File: config.mk
export PLATFORM = sky130hd
export DESIGN_NAME = vga_scaled_pixel_pipeline
export DESIGN_NICKNAME = d
export VERILOG_FILES = /design/src/rtl/vga_scaled_pixel_pipeline.sv
export SDC_FILE = /design/constraint.sdc
export NUM_CORES = 1
export LEC_CHECK = 0
export CAP_MARGIN = 40
export CORE_ASPECT_RATIO = 1.2
export CORE_MARGIN = 8
export CORE_UTILIZATION = 52
export CTS_CLUSTER_DIAMETER = 80
export DETAILED_ROUTE_END_ITERATION = 8
export GPL_TIMING_DRIVEN = 1
export PLACE_DENSITY = 0.82
export SETUP_SLACK_MARGIN = 0.05
export SYNTH_ARGS = -nofsm -noshare
export SYNTH_HDL_FRONTEND = slang
export SYNTH_SLANG_ARGS = --single-unit
File: constraint.sdc
create_clock -name clk -period 4.9 [get_ports clk]
set_input_delay 0.98 -clock clk [delete_from_list [all_inputs] [get_ports clk]]
set_output_delay 0.98 -clock clk [all_outputs]
set_load 0.005 [all_outputs]
File: src/rtl/vga_scaled_pixel_pipeline.sv
// VGA timing, scaled framebuffer fetch, palette lookup and colour output in one block.
// Sync and enable are delayed to line up with the fetch and lookup pipeline.
module vga_scaled_pixel_pipeline #(
  parameter int SCREEN_WIDTH  = 640,
  parameter int SCREEN_HEIGHT = 480,
  parameter int TOTAL_COLS    = 800,
  parameter int TOTAL_ROWS    = 525,
  parameter int H_FP          = 16,
  parameter int H_SYNC        = 96,
  parameter int V_FP          = 10,
  parameter int V_SYNC        = 2,
  parameter int SCALE         = 2,
  parameter int PIXEL_BITS    = 2,
  parameter int COLOR_BITS    = 4,
  parameter int MEM_LATENCY   = 1,
  localparam int SRC_W        = SCREEN_WIDTH / SCALE,
  localparam int SRC_H        = SCREEN_HEIGHT / SCALE,
  localparam int AW           = $clog2(SRC_W * SRC_H),
  localparam int L            = MEM_LATENCY + 2
) (
  input  logic                    clk,
  input  logic                    reset,
  input  logic [PIXEL_BITS-1:0]   fb_data,
  output logic                    fb_rd_en,
  output logic [AW-1:0]           fb_addr,
  input  logic                    pal_we,
  input  logic [PIXEL_BITS-1:0]   pal_addr,
  input  logic [3*COLOR_BITS-1:0] pal_data,
  output logic [COLOR_BITS-1:0]   red,
  output logic [COLOR_BITS-1:0]   green,
  output logic [COLOR_BITS-1:0]   blue,
  output logic                    hsync,
  output logic                    vsync,
  output logic                    data_enable,
  output logic                    frame_pulse,
  output logic                    line_pulse
);

  localparam int XW = $clog2(TOTAL_COLS);
  localparam int YW = $clog2(TOTAL_ROWS);
  localparam int SS = $clog2(SCALE);
  localparam int CW = 3 * COLOR_BITS;

  localparam logic [XW-1:0] X_LAST     = XW'(TOTAL_COLS - 1);
  localparam logic [XW-1:0] X_VIS      = XW'(SCREEN_WIDTH);
  localparam logic [XW-1:0] X_LAST_VIS = XW'(SCREEN_WIDTH - 1);
  localparam logic [XW-1:0] HS_START   = XW'(SCREEN_WIDTH + H_FP);
  localparam logic [XW-1:0] HS_END     = XW'(SCREEN_WIDTH + H_FP + H_SYNC);
  localparam logic [XW-1:0] X_MASK     = XW'(SCALE - 1);
  localparam logic [YW-1:0] Y_LAST     = YW'(TOTAL_ROWS - 1);
  localparam logic [YW-1:0] Y_VIS      = YW'(SCREEN_HEIGHT);
  localparam logic [YW-1:0] VS_START   = YW'(SCREEN_HEIGHT + V_FP);
  localparam logic [YW-1:0] VS_END     = YW'(SCREEN_HEIGHT + V_FP + V_SYNC);
  localparam logic [YW-1:0] Y_MASK     = YW'(SCALE - 1);
  localparam logic [AW-1:0] LINE_STEP  = AW'(SRC_W);

  logic [XW-1:0] sx_q, sx_d;
  logic [YW-1:0] sy_q, sy_d;
  logic [AW-1:0] line_base_q, line_base_d;
  logic          started_q;

  logic visible;
  logic hs_raw;
  logic vs_raw;

  logic [MEM_LATENCY-1:0] rd_sr_q;
  logic [L-1:0]           de_sr_q;
  logic [L-1:0]           hs_sr_q;
  logic [L-1:0]           vs_sr_q;
  logic [PIXEL_BITS-1:0]  hold_q;
  logic [PIXEL_BITS-1:0]  pix;
  logic [CW-1:0]          lookup_q;
  logic [CW-1:0]          rgb_q;
  logic [CW-1:0]          pal_q [2**PIXEL_BITS];

  // started_q holds the counters at (0,0) for the first edge after reset and
  // suppresses fetches and strobes until then.
  assign visible     = started_q && (sx_q < X_VIS) && (sy_q < Y_VIS);
  assign fb_rd_en    = visible && ((sx_q & X_MASK) == '0);
  assign fb_addr     = line_base_q + AW'(sx_q >> SS);
  assign hs_raw      = !((sx_q >= HS_START) && (sx_q < HS_END));
  assign vs_raw      = !((sy_q >= VS_START) && (sy_q < VS_END));
  assign frame_pulse = started_q && (sx_q == '0) && (sy_q == '0);
  assign line_pulse  = started_q && (sx_q == '0);

  always_comb begin
    sx_d        = sx_q;
    sy_d        = sy_q;
    line_base_d = line_base_q;
    if (started_q) begin
      if (sx_q == X_LAST) begin
        sx_d = '0;
        sy_d = (sy_q == Y_LAST) ? '0 : sy_q + YW'(1);
      end else begin
        sx_d = sx_q + XW'(1);
      end
      if ((sx_q == X_LAST) && (sy_q == Y_LAST)) begin
        line_base_d = '0;
      end else if (visible && (sx_q == X_LAST_VIS) && ((sy_q & Y_MASK) == Y_MASK)) begin
        line_base_d = line_base_q + LINE_STEP;
      end
    end
  end

  always_ff @(posedge clk or posedge reset) begin
    if (reset) begin
      sx_q        <= '0;
      sy_q        <= '0;
      line_base_q <= '0;
      started_q   <= 1'b0;
    end else begin
      sx_q        <= sx_d;
      sy_q        <= sy_d;
      line_base_q <= line_base_d;
      started_q   <= 1'b1;
    end
  end

  // The freshly returned word bypasses the hold register so the lookup sees it
  // in the same cycle; replicated columns reuse the held index.
  assign pix = rd_sr_q[MEM_LATENCY-1] ? fb_data : hold_q;

  always_ff @(posedge clk or posedge reset) begin
    if (reset) begin
      rd_sr_q  <= '0;
      de_sr_q  <= '0;
      hs_sr_q  <= '1;
      vs_sr_q  <= '1;
      hold_q   <= '0;
      lookup_q <= '0;
      rgb_q    <= '0;
    end else begin
      rd_sr_q  <= MEM_LATENCY'({rd_sr_q, fb_rd_en});
      de_sr_q  <= L'({de_sr_q, visible});
      hs_sr_q  <= L'({hs_sr_q, hs_raw});
      vs_sr_q  <= L'({vs_sr_q, vs_raw});
      hold_q   <= pix;
      lookup_q <= pal_q[pix];
      rgb_q    <= de_sr_q[L-2] ? lookup_q : '0;
    end
  end

  // A write lands at the same edge as a lookup of that entry, so the lookup
  // still returns the previous contents.
  always_ff @(posedge clk or posedge reset) begin
    if (reset) begin
      for (int i = 0; i < 2**PIXEL_BITS; i++) begin
        pal_q[i] <= (i == 0) ? '0 : '1;
      end
    end else if (pal_we) begin
      pal_q[pal_addr] <= pal_data;
    end
  end

  assign {red, green, blue} = rgb_q;
  assign hsync              = hs_sr_q[L-1];
  assign vsync              = vs_sr_q[L-1];
  assign data_enable        = de_sr_q[L-1];

endmodule

==> flow_summary.json <==
{
  "cts_made_buffers": 17,
  "synth_edf_count": 0,
  "clockBufferDepth": 2,
  "top_layer": "met4",
  "port_buffers": 53,
  "synthArstFlopShare": 1.00,
  "clk_latency_ns": 0.41,
  "power_frac_seq": 0.411,
  "yosys.cell_types.count": 52,
  "synth_top_area_cell": "dfrtp_1",
  "wl_met1_um": 4700,
  "powerDensity_mw_per_mm2": 465,
  "peakVddDrop_mv": 0.270,
  "synth-seq-cells": 116,
  "area_growth_pct": 24.2,
  "postCtsSetupBuffers": 0,
  "clock-sinks": 116,
  "dp_hpwl_um": 7640,
  "track_usage": 0.187,
  "setup_viol": 0,
  "drt_iter0_drc": 172,
  "routedWlPerCell_um": 18.1,
  "internal-power_uw": 2340,
  "worstPathRequired_ns": 3.92,
  "swShare": 0.233,
  "slew_violations": 0,
  "power_frac_comb": 0.140,
  "ys_seq_area_frac": 0.559,
  "final.min_clock_period_ns": 3.79,
  "cap_violations": 0,
  "worstMarginPinSlew_ns": 0.812,
  "die_h_um": 127,
  "rsz0062_at_grt": "false",
  "wl_met3_um": 655,
  "min_period_over_period": 0.773,
  "synth_compound_area_frac": 0.0728,
  "fin_skew_ns": 0.0104,
  "cts_tree": "yes",
  "n_antenna_cell": 0,
  "grt_pass1_vias": 4041,
  "hold_start": "de_sr_q[0]$_DFF_PP0_",
  "initial_utilization": 0.531,
  "r2r_setup_slack_ns": 2.69,
  "first_pass_iters": 4,
  "stdcell_count": 662,
  "pwr-share-clk": 0.449,
  "ys_top_cells_by_area": "dfrtp_1 (35%), dfstp_2 (21%), mux2_2 (10%)",
  "holdCritPathClass": "reg2reg",
  "antenna_found_initial": 0,
  "vias_per_cell": 5.79,
  "wirelength_um": 12000,
  "num_vias": 3835,
  "final_util": 0.660,
  "ant_nets": 0,
  "worst_setup_path_end_kind": "primary output",
  "synthTopCellsByCount": "dfrtp_1 (74), nand2_1 (65), mux2_2 (48)",
  "finalWeightedCongestion": 0.843,
  "drcViolationCount": 0,
  "synth_xor_area_frac": 0.0348,
  "hold_viol": 0,
  "syn_nets": 497,
  "drive_gt1_frac": 0.261,
  "p_leak_uw": 0.00279,
  "rows": 40,
  "grt_pass1_wl_um": 20000,
  "grt_remaining_overflow": 0,
  "rr_startpoint": "sy_q[0]$_DFFE_PP0P_",
  "crit_arrival_ns": 2.81,
  "synth-simple-area-share": 0.164,
  "synth_top_area_share": 0.350,
  "met2_length_um": 6360,
  "post_cts_resized": 0,
  "status": "finished clean",
  "dp.cells": 630,
  "crit_path_start_kind": "register",
  "cts_hold_buffers": 0,
  "p_sw_uw": 712,
  "yosysMostFrequentCell": "dfrtp_1",
  "synth_mux_area_frac": 0.112,
  "relSlewSlack": 0.457,
  "avgSynthCellArea_um2": 11.3,
  "ys.flop_type": "dfrtp_1",
  "synth_fa_ha_area_frac": 0.0189,
  "rr_worst_depth": 6,
  "htree_levels": 4,
  "grt_max_degree": 57,
  "critPathKind": "reg2out",
  "worst_r2r_endpoint": "line_base_q[7]$_DFFE_PP0P_",
  "boundaryPins": 54,
  "yosys_warnings": 0,
  "die_x_um": 108,
  "cp_max_fo": 3,
  "nets": 550,
  "die_area_mm2": 0.0137,
  "fin_tns_setup_ns": 0,
  "max_freq_ghz": 0.264,
  "whs_ns": 0.343,
  "synth_cells": 470,
  "synth_top_family_by_area": "simple AND/OR/NAND/NOR gates",
  "min_to": "de_sr_q[1]$_DFF_PP0_",
  "cts_root_buf": "clkbuf_16",
  "clk_pin_slew_worst_paths_ns": 0.05,
  "holdPathStages": 0,
  "synthesis.area_mm2": 0.00529,
  "core-area_mm2": 0.00996
}
per-layer routing:
layer	track usage	vias to the layer above
li1	-	1744
met1	0.199	1942
met2	0.325	123
met3	0.0623	26
met4	0.0794	0
met5	0	-
registers in the layout, indices dropped and copies added (netlist names):
signal       count
pal_q           48
lookup_q        12
rgb_q           12
line_base_q     11
sx_q            10
sy_q            10
de_sr_q          3
hs_sr_q          3
vs_sr_q          3
hold_q           2
rd_sr_q          1
started_q        1
power groups by stage:
stage | clock network, µW | registers [µW] | logic (µW)
2_1_floorplan | 0 | 1230 | 272
3_3_place_gp | 0 | 1250 | 411
3_5_place_dp | 0 | 1260 | 426
4_1_cts | 1390 | 1250 | 435
5_1_grt | 1430 | 1270 | 467
6_report | 1370 | 1260 | 428
cells by family (layout without fill, tap and decap cells):
family,Yosys count,in the layout
adder cells (fa/ha/maj),8,8
multiplexers,53,53
XOR/XNOR,21,21
other,1,1
AO/OA/AOI/OAI,54,54
buffers and inverters,47,113
AND/OR/NAND/NOR,170,170
flip-flops,116,116
through the flow:
step / power, µW / setup slack (ns) / area [µm²]
6_report: 3060 / 1.11 / 6570
5_1_grt: 3170 / 0.900 / 6570
4_1_cts: 3080 / 1.10 / 6570
3_5_place_dp: 1690 / 1.58 / 5920
3_3_place_gp: 1660 / 1.67 / 5920
2_1_floorplan: 1510 / 0.917 / 5290
critical path: stages (launching register included):
cell and delay, ns:
dfrtp_1 0.41, inv_1 0.11, ha_1 0.15, or4b_1 0.47, nor4_1 0.38, nor4b_2 0.32
clkdlybuf4s50_1 0.56
worst max path at each step:
stage	start	to
after floorplan	reset	de_sr_q[0]$_DFF_PP0_
after global placement	sx_q[8]$_DFFE_PP0P_	fb_addr[15]
after detailed placement	sx_q[8]$_DFFE_PP0P_	fb_addr[14]
after CTS	sx_q[8]$_DFFE_PP0P_	fb_addr[16]
after global routing	sx_q[0]$_DFFE_PP0P_	frame_pulse
final	sx_q[0]$_DFFE_PP0P_	frame_pulse
area by class of cell:
cell class | instances | area (µm²)
inverters | 20 | 77.6
fillers | 724 | 3390
well taps | 126 | 158
clock inverters | 11 | 205
multi-input cells | 307 | 2140
flip-flops and latches | 116 | 2960
clock buffers | 21 | 450
repair buffers | 61 | 591
layout by cell type, fill, tap and decap left out, types with 3 or more instances in the layout:
cell type / n
bufinv_16: 6
clkdlybuf4s50_1: 53
dfstp_2: 42
xor2_1: 4
dfrtp_1: 74
inv_1: 18
buf_4: 8
nand2_1: 65
a21oi_1: 3
nand3_1: 18
o221ai_2: 3
a31oi_1: 12
ha_1: 8
nand4_1: 7
mux2_2: 48
clkbuf_1: 3
xnor2_1: 17
clkinv_2: 5
clkbuf_16: 17
a22o_1: 3
nor2_1: 14
o211ai_1: 12
and2_1: 14
mux2i_1: 4
nor4_1: 5
nor3_1: 10
o21ai_0: 12
and3_1: 17
Note: power is estimated with default switching activity, not from simulation.
